==> config.mk <==
export PLATFORM = sky130hd
export DESIGN_NAME = move_sequencer
export DESIGN_NICKNAME = d
export VERILOG_FILES = /design/src/rtl/move_sequencer.sv
export SDC_FILE = /design/constraint.sdc
export NUM_CORES = 1
export LEC_CHECK = 0
export BUFFER_PORTS_ARGS = -buffer_cell sky130_fd_sc_hd__buf_2
export CAP_MARGIN = 20
export CORE_ASPECT_RATIO = 1.1
export CORE_MARGIN = 2
export CORE_UTILIZATION = 40
export CTS_CLUSTER_SIZE = 16
export DETAILED_ROUTE_END_ITERATION = 6
export HOLD_SLACK_MARGIN = 0.03
export REMOVE_ABC_BUFFERS = 1
export SYNTH_ARGS = -nofsm -noshare
export SYNTH_HDL_FRONTEND = slang
export SYNTH_SLANG_ARGS = --single-unit
==> constraint.sdc <==
create_clock -name clk -period 6.6 [get_ports clk]
set_clock_uncertainty 0.2 [all_clocks]
set_input_delay 1.32 -clock clk [delete_from_list [all_inputs] [get_ports clk]]
set_output_delay 1.32 -clock clk [all_outputs]
set_load 0.03 [all_outputs]
==> src/rtl/move_sequencer.sv <==
// Move sequencer for the 4x4 tile grid: injects a move token into the lanes, waits for completion,
// scores merges, spawns new tiles through the preset path and detects game over.
module move_sequencer #(
  parameter int unsigned TIMEOUT   = 64,
  parameter int unsigned SCORE_W   = 16,
  parameter logic [15:0] LFSR_SEED = 16'hACE1
) (
  input  logic               clk,
  input  logic               rst,
  input  logic               key_valid,
  input  logic [3:0]         key_dir,
  input  logic               new_game,
  input  logic [3:0]         lane_done,
  input  logic [15:0]        score_in,
  input  logic [63:0]        board_in,
  input  logic [63:0]        movable_in,
  output logic [3:0]         inject_dir,
  output logic [15:0]        preset_strobe,
  output logic [3:0]         preset_value,
  output logic               busy,
  output logic [SCORE_W-1:0] score,
  output logic               game_over,
  output logic               timeout_err
);

  localparam int TW = $clog2(TIMEOUT + 1);

  typedef enum logic [3:0] {
    CLEAR, IDLE, INJECT, WAIT, SETTLE, SEARCH, SPAWN, CHECK, OVER
  } state_t;

  state_t             state_reg, state_next;
  logic               run_reg;
  logic [15:0]        lfsr_reg;
  logic [3:0]         dir_reg;
  logic [63:0]        snapshot_reg;
  logic [3:0]         sticky_reg;
  logic [TW-1:0]      timer_reg;
  logic [3:0]         idx_reg;
  logic [3:0]         tested_reg;
  logic [1:0]         spawn_cnt_reg;
  logic [SCORE_W-1:0] score_reg;
  logic               game_over_reg;
  logic               timeout_err_reg;

  logic               key_one_hot;
  logic [3:0]         sticky_now;
  logic [3:0]         cell_val;
  logic               wait_expired;
  logic [4:0]         merge_cnt;
  logic [SCORE_W:0]   score_sum;
  logic [SCORE_W-1:0] score_add;
  logic               lfsr_fb;

  assign key_one_hot  = (key_dir != 4'd0) && ((key_dir & (key_dir - 4'd1)) == 4'd0);
  assign sticky_now   = sticky_reg | lane_done;
  assign cell_val     = board_in[{idx_reg, 2'b00} +: 4];
  assign wait_expired = (sticky_now != 4'hF) && (timer_reg == TW'(TIMEOUT - 1));
  assign lfsr_fb      = lfsr_reg[15] ^ lfsr_reg[13] ^ lfsr_reg[12] ^ lfsr_reg[10];

  // Merge count is a popcount of the per-node pulses; the accumulator saturates.
  always_comb begin
    merge_cnt = 5'd0;
    for (int i = 0; i < 16; i++) begin
      merge_cnt = merge_cnt + {4'd0, score_in[i]};
    end
    score_sum = {1'b0, score_reg} + {{(SCORE_W - 4){1'b0}}, merge_cnt};
    score_add = score_sum[SCORE_W] ? '1 : score_sum[SCORE_W-1:0];
  end

  always_comb begin
    state_next = state_reg;
    case (state_reg)
      CLEAR:  if (run_reg) state_next = SEARCH;
      IDLE:   if (key_valid && key_one_hot) state_next = INJECT;
      INJECT: state_next = WAIT;
      WAIT: begin
        if (sticky_now == 4'hF) state_next = SETTLE;
        else if (wait_expired)  state_next = IDLE;
      end
      SETTLE: state_next = (board_in != snapshot_reg) ? SEARCH : CHECK;
      SEARCH: begin
        if (cell_val == 4'd0)        state_next = SPAWN;
        else if (tested_reg == 4'd15) state_next = CHECK;
      end
      SPAWN:  state_next = (spawn_cnt_reg > 2'd1) ? SEARCH : CHECK;
      CHECK:  state_next = (movable_in == 64'd0) ? OVER : IDLE;
      OVER:   state_next = OVER;
      default: state_next = CLEAR;
    endcase
    if (new_game) state_next = CLEAR;
  end

  // run_reg keeps every output quiet while reset is held, then lets CLEAR act.
  always_comb begin
    inject_dir    = 4'd0;
    preset_strobe = 16'd0;
    preset_value  = 4'd0;
    busy          = run_reg && (state_reg != IDLE) && (state_reg != OVER);
    if (run_reg) begin
      case (state_reg)
        CLEAR:  preset_strobe = 16'hFFFF;
        INJECT: inject_dir = dir_reg;
        SPAWN: begin
          preset_strobe = 16'd1 << idx_reg;
          preset_value  = (lfsr_reg[7:4] == 4'd0) ? 4'd2 : 4'd1;
        end
        default: ;
      endcase
    end
  end

  assign score       = score_reg;
  assign game_over   = game_over_reg;
  assign timeout_err = timeout_err_reg;

  always_ff @(posedge clk) begin
    if (!rst) begin
      state_reg       <= CLEAR;
      run_reg         <= 1'b0;
      lfsr_reg        <= LFSR_SEED;
      dir_reg         <= 4'd0;
      snapshot_reg    <= 64'd0;
      sticky_reg      <= 4'd0;
      timer_reg       <= '0;
      idx_reg         <= 4'd0;
      tested_reg      <= 4'd0;
      spawn_cnt_reg   <= 2'd0;
      score_reg       <= '0;
      game_over_reg   <= 1'b0;
      timeout_err_reg <= 1'b0;
    end else begin
      run_reg   <= 1'b1;
      state_reg <= state_next;
      lfsr_reg  <= {lfsr_reg[14:0], lfsr_fb};
      case (state_reg)
        CLEAR: if (run_reg) spawn_cnt_reg <= 2'd2;
        IDLE: begin
          if (key_valid && key_one_hot) begin
            dir_reg      <= key_dir;
            snapshot_reg <= board_in;
            sticky_reg   <= 4'd0;
          end
        end
        INJECT: timer_reg <= '0;
        WAIT: begin
          sticky_reg <= sticky_now;
          score_reg  <= score_add;
          timer_reg  <= timer_reg + TW'(1);
          if (wait_expired) timeout_err_reg <= 1'b1;
        end
        SETTLE: begin
          score_reg <= score_add;
          if (board_in != snapshot_reg) spawn_cnt_reg <= 2'd1;
        end
        SEARCH: begin
          if (cell_val != 4'd0) begin
            idx_reg    <= idx_reg + 4'd1;
            tested_reg <= tested_reg + 4'd1;
          end
        end
        SPAWN: spawn_cnt_reg <= spawn_cnt_reg - 2'd1;
        CHECK: if (movable_in == 64'd0) game_over_reg <= 1'b1;
        default: ;
      endcase
      // Each search pass starts from a fresh random cell.
      if (state_next == SEARCH && state_reg != SEARCH) begin
        idx_reg    <= lfsr_reg[3:0];
        tested_reg <= 4'd0;
      end
      if (new_game) begin
        score_reg       <= '0;
        game_over_reg   <= 1'b0;
        timeout_err_reg <= 1'b0;
      end
    end
  end

endmodule

==> results of run 1 <==
==> power groups by stage <==
| stage | Clock, mW | Sequential (mW) | Combinational (mW) |
|---|---|---|---|
| 6_report | 1.11 | 0.807 | 0.352 |
| 5_1_grt | 1.17 | 0.810 | 0.399 |
| 4_1_cts | 1.13 | 0.807 | 0.355 |
| 3_5_place_dp | 0 | 0.824 | 0.354 |
| 3_3_place_gp | 0 | 0.824 | 0.350 |
| 2_1_floorplan | 0 | 0.822 | 0.218 |
==> layout make-up <==
cell class / instances / area (um2)
fillers: 1693 / 8203
multi-input cells: 681 / 4156
flip-flops and latches: 128 / 2562
repair buffers: 200 / 1011
clock buffers: 18 / 439.2
well taps: 234 / 292.8
clock inverters: 14 / 261.5
inverters: 40 / 150.1
diodes: 1 / 2.502
==> worst paths after layout <==
kind                                         startpoint                      end  slack, ns  depth (start not counted)
worst max-delay path                        score_in[0]   score[13]$_SDFFE_PP0P_       1.06                         16
worst min-delay path            lfsr_reg[14]$_SDFF_PN0_  lfsr_reg[15]$_SDFF_PN1_       0.21                          1
worst max register to register    score[0]$_SDFFE_PP0P_   score[13]$_SDFFE_PP0P_       2.23                         14
worst min register to register  lfsr_reg[14]$_SDFF_PN0_  lfsr_reg[15]$_SDFF_PN1_       0.21                          1
==> through the flow <==
step	cells	cell area, um2	hold slack [ns]
floorplan	849	6844	0.1863
global placement	1283	8173	0.1898
detailed placement	1283	8173	0.1965
CTS	1315	8874	0.2091
global route	1315	8874	0.2150
finish	1316	8876	0.2075
==> kinds of logic after synthesis <==
family                   after synthesis
flip-flops                           128
buffers and inverters                 82
other                                  1
multiplexers                          11
XOR/XNOR                              79
adder cells (fa/ha/maj)               29
AO/OA/AOI/OAI                        168
AND/OR/NAND/NOR                      392
==> per-layer routing <==
layer,share of wire,vias to the layer above
met5,0.0012,-
met4,0.011,4
met3,0.073,20
met2,0.49,226
met1,0.42,3095
li1,-,3416
==> synthesized netlist by cell type (6+ instances only) <==
cell / number / area share
nand2_1: 193 / 0.10
dfxtp_1: 128 / 0.37
a21oi_1: 98 / 0.070
xnor2_1: 63 / 0.079
nor2_1: 40 / 0.021
inv_1: 39 / 0.021
clkbuf_1: 35 / 0.019
nor4_1: 29 / 0.026
nand3_1: 26 / 0.019
nor3_1: 20 / 0.014
nand4_1: 18 / 0.016
and2_1: 17 / 0.015
ha_1: 17 / 0.030
xor2_1: 16 / 0.020
o21ai_0: 13 / 0.0093
fa_1: 12 / 0.034
nand2b_1: 11 / 0.0098
nor2b_1: 9 / 0.0080
a31oi_1: 8 / 0.0071
mux2i_1: 8 / 0.011
a211oi_1: 7 / 0.0075
and3_1: 7 / 0.0062
o211ai_1: 6 / 0.0064
o21ai_1: 6 / 0.0043
==> cell usage in the layout (no fill, tap or decap), types with 8 or more instances in the layout <==
cell	Yosys	layout
buf_2	4	196
nand2_1	193	193
dfxtp_1	128	128
a21oi_1	98	98
xnor2_1	63	63
nor2_1	40	39
inv_1	39	38
nor4_1	29	29
nand3_1	26	26
nor3_1	20	20
nand4_1	18	18
and2_1	17	17
ha_1	17	17
clkbuf_16	0	17
xor2_1	16	16
o21ai_0	13	13
fa_1	12	12
nand2b_1	11	11
nor2b_1	9	9
mux2i_1	8	8
a31oi_1	8	8
==> results.ini, run 1 <==
[status]
status = finished clean

[critical_path]
worstPathMaxFanout = 10
startpoint_type = input port
max_stage_delay_ns = 0.53
crit_chain = buf_2, fa_1, inv_1, fa_1, fa_1, fa_1, fa_1, inv_1, fa_1, a21o_1, a21oi_1, o21ai_1, and3_1, nand2_1, and4_1, a211oi_1
path_buf_inv = 3
crit_top_cell = fa_1
crit_type = input port to register
critPathCaptureType = register
cp.arrival_ns = 5.66
crit_family = adder cells
worstPathRequired_ns = 6.72
slowest_stage = fa_1

[sta]
maxSlewHeadroom = 0.4707
timing_hold_violations_final = 0
worst_slew_pin_slew_ns = 0.7939
setup_ws_ns = 1.061
period_share = 0.8393
fmax_mhz = 180.5
fin_tns_setup_ns = 0
slew_viol_final = 0
min_period_ns = 5.539
rsz0062_at_grt = no
finalSetupViolCount = 0

[logic_synthesis]
ys_seq_area_frac = 0.3655
synthCells = 890
yosys_warnings = 0
synth-compound-area-share = 0.1396
synth.area.mux_share = 0.02106
synth_ff_type = dfxtp_1
syn_area_um2 = 7010
synth_area_per_cell_um2 = 7.877
synth-edff-count = 0
synthSimpleGateAreaFrac = 0.2643
ys_ff_latch = 128
synth-async-reset-ratio = 0
yosysUniqueCellTypes = 57
synth_top_family_by_area = simple AND/OR/NAND/NOR gates
synth-adder-area-share = 0.06461
synthXorXnorAreaFrac = 0.09870

[placed_design]
gp_congestion = 0.8756
io_buffers = 196
dp_hpwl_um = 15070
pre_cts_slack_ns = 0.6063

[cts]
cts-root-buf = clkbuf_16
post_cts_resized = 0
clk_latency_ns = 0.42
hold_buffers = 0
numCtsBuffers = 17
htreeDepth = 4
post-cts-setup-buffers = 0
cts_tree = yes
clockBufferDepth = 2
path_clk_slew_ns = 0.06
cts_sinks = 128

[die]
chipHeight_um = 142.9
rows = 50
boundaryPins = 199
die_w_um = 130.2
die_area_um2 = 18600
core_um2 = 17080
start_util = 0.4105

[global_routing]
grt_use_met1 = 0.2649
gr-usage-met3 = 0.06182
antenna_found_initial = 4
grt_pass1_wl_um = 31460
grt_max_degree = 73
grtUsageMet2 = 0.3778
grt_use_total = 0.2178
grt-busiest-layer = met2
grt_pass1_vias = 6245
grt_overflow = 0

[drt]
wirelength_um = 20180
routedWlPerCell_um = 15.33
initialDrtViolationCount = 443
drt-pass1-iter-count = 5
vias = 6761
ant_nets = 0
drc = 0
viasPerCell = 5.138

[cells_and_area]
fin_util = 0.5197
layout.nets = 1253
drive_gt1_frac = 0.2276
area_delta_synth_final_pct = 26.61
largest_reg_flops = 64

[power_and_ir_drop]
seqPwrFrac = 0.356
powerDensity_nw_per_um2 = 255.8
swShare = 0.2529
p_switching_mw = 0.5741
internal_power_mw = 1.696
p_clk_frac = 0.489
power_leakage_nw = 3.533
ir_worst_vdd_uv = 196.7
power.total_mw = 2.270
power_frac_comb = 0.155

[run]
drv_cap = 0

[min_path]
min_path_type = register to register

No activity file was read; power rests on OpenSTA's default activity.
==> run 2: changes to the inputs <==
clock period = 5.7 ns   (was 6.6 ns; I/O delays follow)
==> run 2 against run 1 <==
Against the previous run: critical path depth unchanged; utilization is 0.14 points lower; die area is the same; cell area decreased by 0.27%; first-iteration DRC count shrank 6.5%; combinational power up 17%; routed wire length rose by 0.71%; sequential share of layout area rose by 0.078 points; non-clock buffer count up 4; critical endpoint unchanged; clock-buffer cell count rose by 4; worst setup slack worse by 0.39 ns.
==> results.ini, run 2 (synthesized netlist as in run 1, its figures left out) <==
[run]
drv_cap = 0  ; unchanged

[cells_and_area]
multiInputGateArea_um2 = 4156  ; unchanged
fillers = 1734  ; +2.4%
area_delta_synth_final_pct = 26.27
stdcell_count = 1320  ; +0.30%
register_area_um2 = 2562  ; unchanged
layout.nets = 1257  ; +0.32%
final_common_cell = buf_2
drive_gt1_frac = 0.2276  ; about the same
layout_common_cells = 196 x buf_2, 193 x nand2_1, 128 x dfxtp_1
largest_reg_flops = 64  ; unchanged

[drt]
vias = 6751  ; -0.15%
drt-pass1-iter-count = 5  ; unchanged
ant_nets = 0  ; unchanged
initialDrtViolationCount = 414  ; -6.5%
drc = 0  ; unchanged
viasPerCell = 5.114  ; -0.45%
wirelength_um = 20320  ; +0.71%
routedWlPerCell_um = 15.39  ; +0.41%

[global_routing]
grt_max_degree = 58  ; -21%
grt_use_met1 = 0.2621  ; -0.002728
grt_pass1_vias = 6264  ; +0.30%
grt_pass1_wl_um = 31240  ; -0.70%
grtUsageMet2 = 0.3792  ; +0.001378
grt_use_total = 0.2178  ; about the same
grt-busiest-layer = met2
grt_overflow = 0  ; unchanged
gr-usage-met3 = 0.05245  ; -0.009367
antenna_found_initial = 3  ; -1

[placed_design]
gp_congestion = 0.8651  ; -1.2%
dp.cells = 1287  ; +0.31%
io_buffers = 196  ; unchanged
dp_hpwl_um = 15260  ; +1.2%

[critical_path]
startpoint_type = input port
cp.arrival_ns = 5.09  ; -0.57 ns
worstPathMaxFanout = 5  ; -5
crit_type = input port to register
worstPathRequired_ns = 5.76  ; -0.96 ns
critPathCaptureType = register

[sta]
rsz0062_at_grt = no
maxSlewHeadroom = 0.4534  ; -0.01735
slew_viol_final = 0  ; unchanged
finalSetupViolCount = 0  ; unchanged
timing_hold_violations_final = 0  ; unchanged
min_period_ns = 5.026
period_share = 0.8817
worst_slew_pin_slew_ns = 0.8188  ; +0.02484 ns
fmax_mhz = 199.0
fin_tns_setup_ns = 0  ; unchanged

[power_and_ir_drop]
power_leakage_nw = 3.536  ; about the same
power.total_mw = 2.547  ; +12%
ir_worst_vdd_uv = 207.0  ; +5.2%
powerDensity_nw_per_um2 = 287.7  ; +12%

[cts]
clk_latency_ns = 0.42  ; about the same
path_clk_slew_ns = 0.06  ; about the same
numCtsBuffers = 17  ; unchanged
cts-root-buf = clkbuf_16
cts_sinks = 128  ; unchanged
hold_buffers = 0  ; unchanged
clockBufferDepth = 2  ; unchanged
htreeDepth = 4  ; unchanged
cts_tree = yes
post-cts-setup-buffers = 0  ; unchanged
post_cts_resized = 0  ; unchanged

[die]
start_util = 0.4105  ; unchanged
rows = 50  ; unchanged
chipHeight_um = 142.9  ; unchanged
boundaryPins = 199  ; unchanged
core_um2 = 17080  ; unchanged
die_w_um = 130.2  ; unchanged
die_area_um2 = 18600  ; unchanged

[min_path]
min_path_type = register to register

[status]
status = finished clean

run 2: worst max-delay path, stage by stage:
cell and delay [ns]:
buf_2 0.11, fa_1 0.52, inv_1 0.06, fa_1 0.53
fa_1 0.43, fa_1 0.51, fa_1 0.19, inv_1 0.06
fa_1 0.39, a21o_1 0.20, a21oi_1 0.21, o21ai_1 0.10
and3_1 0.21, nand2_1 0.15, and4_1 0.21, a211oi_1 0.06
run 2: power breakdown:
| group | switching (mW) | internal, mW |
|---|---|---|
| clock | 0.404 | 0.798 |
| sequential | 0.0194 | 0.914 |
| combinational | 0.237 | 0.175 |
| total | 0.660 | 1.89 |
run 2: layer usage:
| metal | share of wire | wire length [um] |
|---|---|---|
| met1 | 0.44 | 8873 |
| met2 | 0.48 | 9790 |
| met3 | 0.064 | 1308 |
| met4 | 0.016 | 323 |
| met5 | 0.0013 | 27 |
run 2: layout make-up:
cell class	count	area share
diodes	1	0.0002827
clock buffers	22	0.05244
flip-flops and latches	128	0.2895
clock inverters	10	0.02064
well taps	234	0.03307
inverters	40	0.01696
multi-input cells	681	0.4695
repair buffers	204	0.1176
run 2: worst paths after layout:
check	startpoint	end	slack [ns]	cells after the start
worst max-delay path	score_in[0]	score[13]$_SDFFE_PP0P_	0.67	16
worst min-delay path	lfsr_reg[9]$_SDFF_PN0_	lfsr_reg[10]$_SDFF_PN1_	0.20	1
worst max register to register	score[0]$_SDFFE_PP0P_	score[13]$_SDFFE_PP0P_	1.64	14
worst min register to register	lfsr_reg[9]$_SDFF_PN0_	lfsr_reg[10]$_SDFF_PN1_	0.20	1
run 2: metrics by stage:
stage	area, um2	hold slack (ns)	utilization	setup WS [ns]
global route	8850	0.2189	0.5182	0.4386
finish	8852	0.2047	0.5183	0.6742
detailed placement	8203	0.1942	0.4803	0.2527
floorplan	6844	0.1863	-	0.3458
global placement	8203	0.1888	0.4803	0.2993
CTS	8850	0.2088	0.5182	0.6936
==> run 3: changes to the inputs <==
REMOVE_ABC_BUFFERS = default   (was 1)
==> run 3 against run 2 <==
Against the previous run: fmax fell by 1.6%; highest routed layer unchanged; clock-buffer cell count did not move; utilization fell by 0.30 points; critical endpoint unchanged; cell area fell by 0.58%; largest cell class unchanged; worst hold slack barely moved; die area did not move; sequential share of layout area rose by 0.17 points.
==> results.ini, run 3 (synthesized netlist as in run 1, its figures left out) <==
[cts]
htreeDepth = 4  ; unchanged
post_cts_resized = 0  ; unchanged
cts-root-buf = clkbuf_16
cts_tree = yes
clk_latency_ns = 0.42  ; about the same
cts_sinks = 128  ; unchanged
post-cts-setup-buffers = 0  ; unchanged
numCtsBuffers = 17  ; unchanged
path_clk_slew_ns = 0.06  ; about the same
clockBufferDepth = 2  ; unchanged
hold_buffers = 0  ; unchanged

[sta]
whs_ns = 0.2043  ; -0.0003520 ns
slew_viol_final = 0  ; unchanged
fin_tns_setup_ns = 0  ; unchanged
worst_slew_pin_slew_ns = 1.022  ; +0.2028 ns
period_share = 0.8961  ; +0.01438
timing_hold_violations_final = 0  ; unchanged
fmax_mhz = 195.8  ; -1.6%
finalSetupViolCount = 0  ; unchanged
rsz0062_at_grt = no
min_period_ns = 5.108  ; +0.08199 ns
maxSlewHeadroom = 0.3174  ; -0.1360

[critical_path]
worstPathMaxFanout = 7  ; +2
slowest_stage = fa_1
crit_type = input port to register
crit_chain = buf_2, fa_1, inv_1, fa_1, fa_1, fa_1, fa_1, inv_1, fa_1, a21o_1, a21oi_1, o21ai_1, and3_1, nand2_1, and4_1, a211oi_1
crit_family = adder cells
path_buf_inv = 3  ; unchanged
crit_top_cell = fa_1
cp.arrival_ns = 5.17  ; +0.08 ns
startpoint_type = input port
max_stage_delay_ns = 0.53  ; about the same
critPathCaptureType = register
worstPathRequired_ns = 5.77  ; about the same

[drt]
wirelength_um = 20360  ; +0.20%
ant_nets = 0  ; unchanged
initialDrtViolationCount = 442  ; +6.8%
drt-pass1-iter-count = 4  ; -1
vias = 6830  ; +1.2%
routedWlPerCell_um = 15.45  ; +0.35%
drc = 0  ; unchanged
viasPerCell = 5.182  ; +1.3%

[global_routing]
gr-usage-met3 = 0.04271  ; -0.009741
antenna_found_initial = 1  ; -2
grt_pass1_wl_um = 31370  ; +0.40%
grtUsageMet2 = 0.3731  ; -0.006062
grt_use_met1 = 0.2736  ; +0.01141
grt-busiest-layer = met2
grt_overflow = 0  ; unchanged
grt_pass1_vias = 6225  ; -0.62%
grt_use_total = 0.2188  ; +0.0009177
grt_max_degree = 73  ; +26%

[placed_design]
gp_congestion = 0.8451  ; -2.3%
dp_hpwl_um = 15220  ; -0.24%
dp.cells = 1287  ; unchanged
io_buffers = 196  ; unchanged

[cells_and_area]
layout_common_cells = 196 x buf_2, 193 x nand2_1, 128 x dfxtp_1
layout.nets = 1257  ; unchanged
drive_gt1_frac = 0.2269  ; -0.0007125
final_common_cell = buf_2
area_delta_synth_final_pct = 25.54
fillers = 1714  ; -1.2%
largest_reg_flops = 64  ; unchanged
stdcell_count = 1318  ; -0.15%
diodes = 0  ; -1

[power_and_ir_drop]
internal_power_mw = 1.799  ; -4.7%
power_frac_comb = 0.167  ; +0.005
power.total_mw = 2.461  ; -3.4%
p_clk_frac = 0.452  ; -0.020
seqPwrFrac = 0.381  ; +0.015
p_switching_mw = 0.6619  ; +0.32%
power_leakage_nw = 3.496  ; -1.1%
swShare = 0.2690  ; +0.009932
powerDensity_nw_per_um2 = 279.6  ; -2.8%
ir_worst_vdd_uv = 206.8  ; about the same

[die]
die_w_um = 130.2  ; unchanged
start_util = 0.4105  ; unchanged
die_area_um2 = 18600  ; unchanged
boundaryPins = 199  ; unchanged
core_um2 = 17080  ; unchanged
chipHeight_um = 142.9  ; unchanged
rows = 50  ; unchanged

[run]
drv_cap = 0  ; unchanged

[min_path]
min_path_type = register to register

[status]
status = finished clean

## run 3: changes by cell type in the layout (fill, tap and decap cells not counted)
cell        before  now
clkinv_4         2    1
clkinvlp_4       0    4
clkinv_2         3    1
diode_2          1    0
bufinv_16        5    3
## run 3: path summary, 6_finish.rpt
kind              depth (start not counted)                      end                     from  slack, ns
setup / recovery                         16   score[13]$_SDFFE_PP0P_              score_in[0]       0.59
hold / removal                            1  lfsr_reg[15]$_SDFF_PN1_  lfsr_reg[14]$_SDFF_PN0_       0.20
setup reg to reg                         14   score[13]$_SDFFE_PP0P_    score[0]$_SDFFE_PP0P_       1.56
hold reg to reg                           1  lfsr_reg[15]$_SDFF_PN1_  lfsr_reg[14]$_SDFF_PN0_       0.20
## run 3: through the flow
stage          utilization  instance area, um2  setup WS, ns
2_1_floorplan            -                7014        0.3008
3_3_place_gp        0.4803                8203        0.2382
3_5_place_dp        0.4803                8203        0.1180
4_1_cts             0.5153                8801        0.5654
5_1_grt             0.5153                8801        0.3378
6_report            0.5153                8801        0.5922
## run 3: layout make-up
type | count | area, um2 | area share
multi-input cells | 681 | 4156 | 0.4723
well taps | 234 | 292.8 | 0.03327
clock inverters | 9 | 133.9 | 0.01521
flip-flops and latches | 128 | 2562 | 0.2912
repair buffers | 204 | 1041 | 0.1183
inverters | 40 | 150.1 | 0.01706
clock buffers | 22 | 464.2 | 0.05274
## run 3: power groups by stage
stage / clock network (mW) / registers, mW / logic, mW
2_1_floorplan: 0 / 0.944 / 0.268
3_3_place_gp: 0 / 0.955 / 0.404
3_5_place_dp: 0 / 0.955 / 0.415
4_1_cts: 1.13 / 0.936 / 0.417
5_1_grt: 1.17 / 0.939 / 0.461
6_report: 1.11 / 0.937 / 0.411
## run 3: per-layer routing
layer	part of all wire	vias to the layer above
met3	0.054	29
li1	-	3413
met2	0.50	197
met5	0.00064	-
met1	0.43	3189
met4	0.020	2
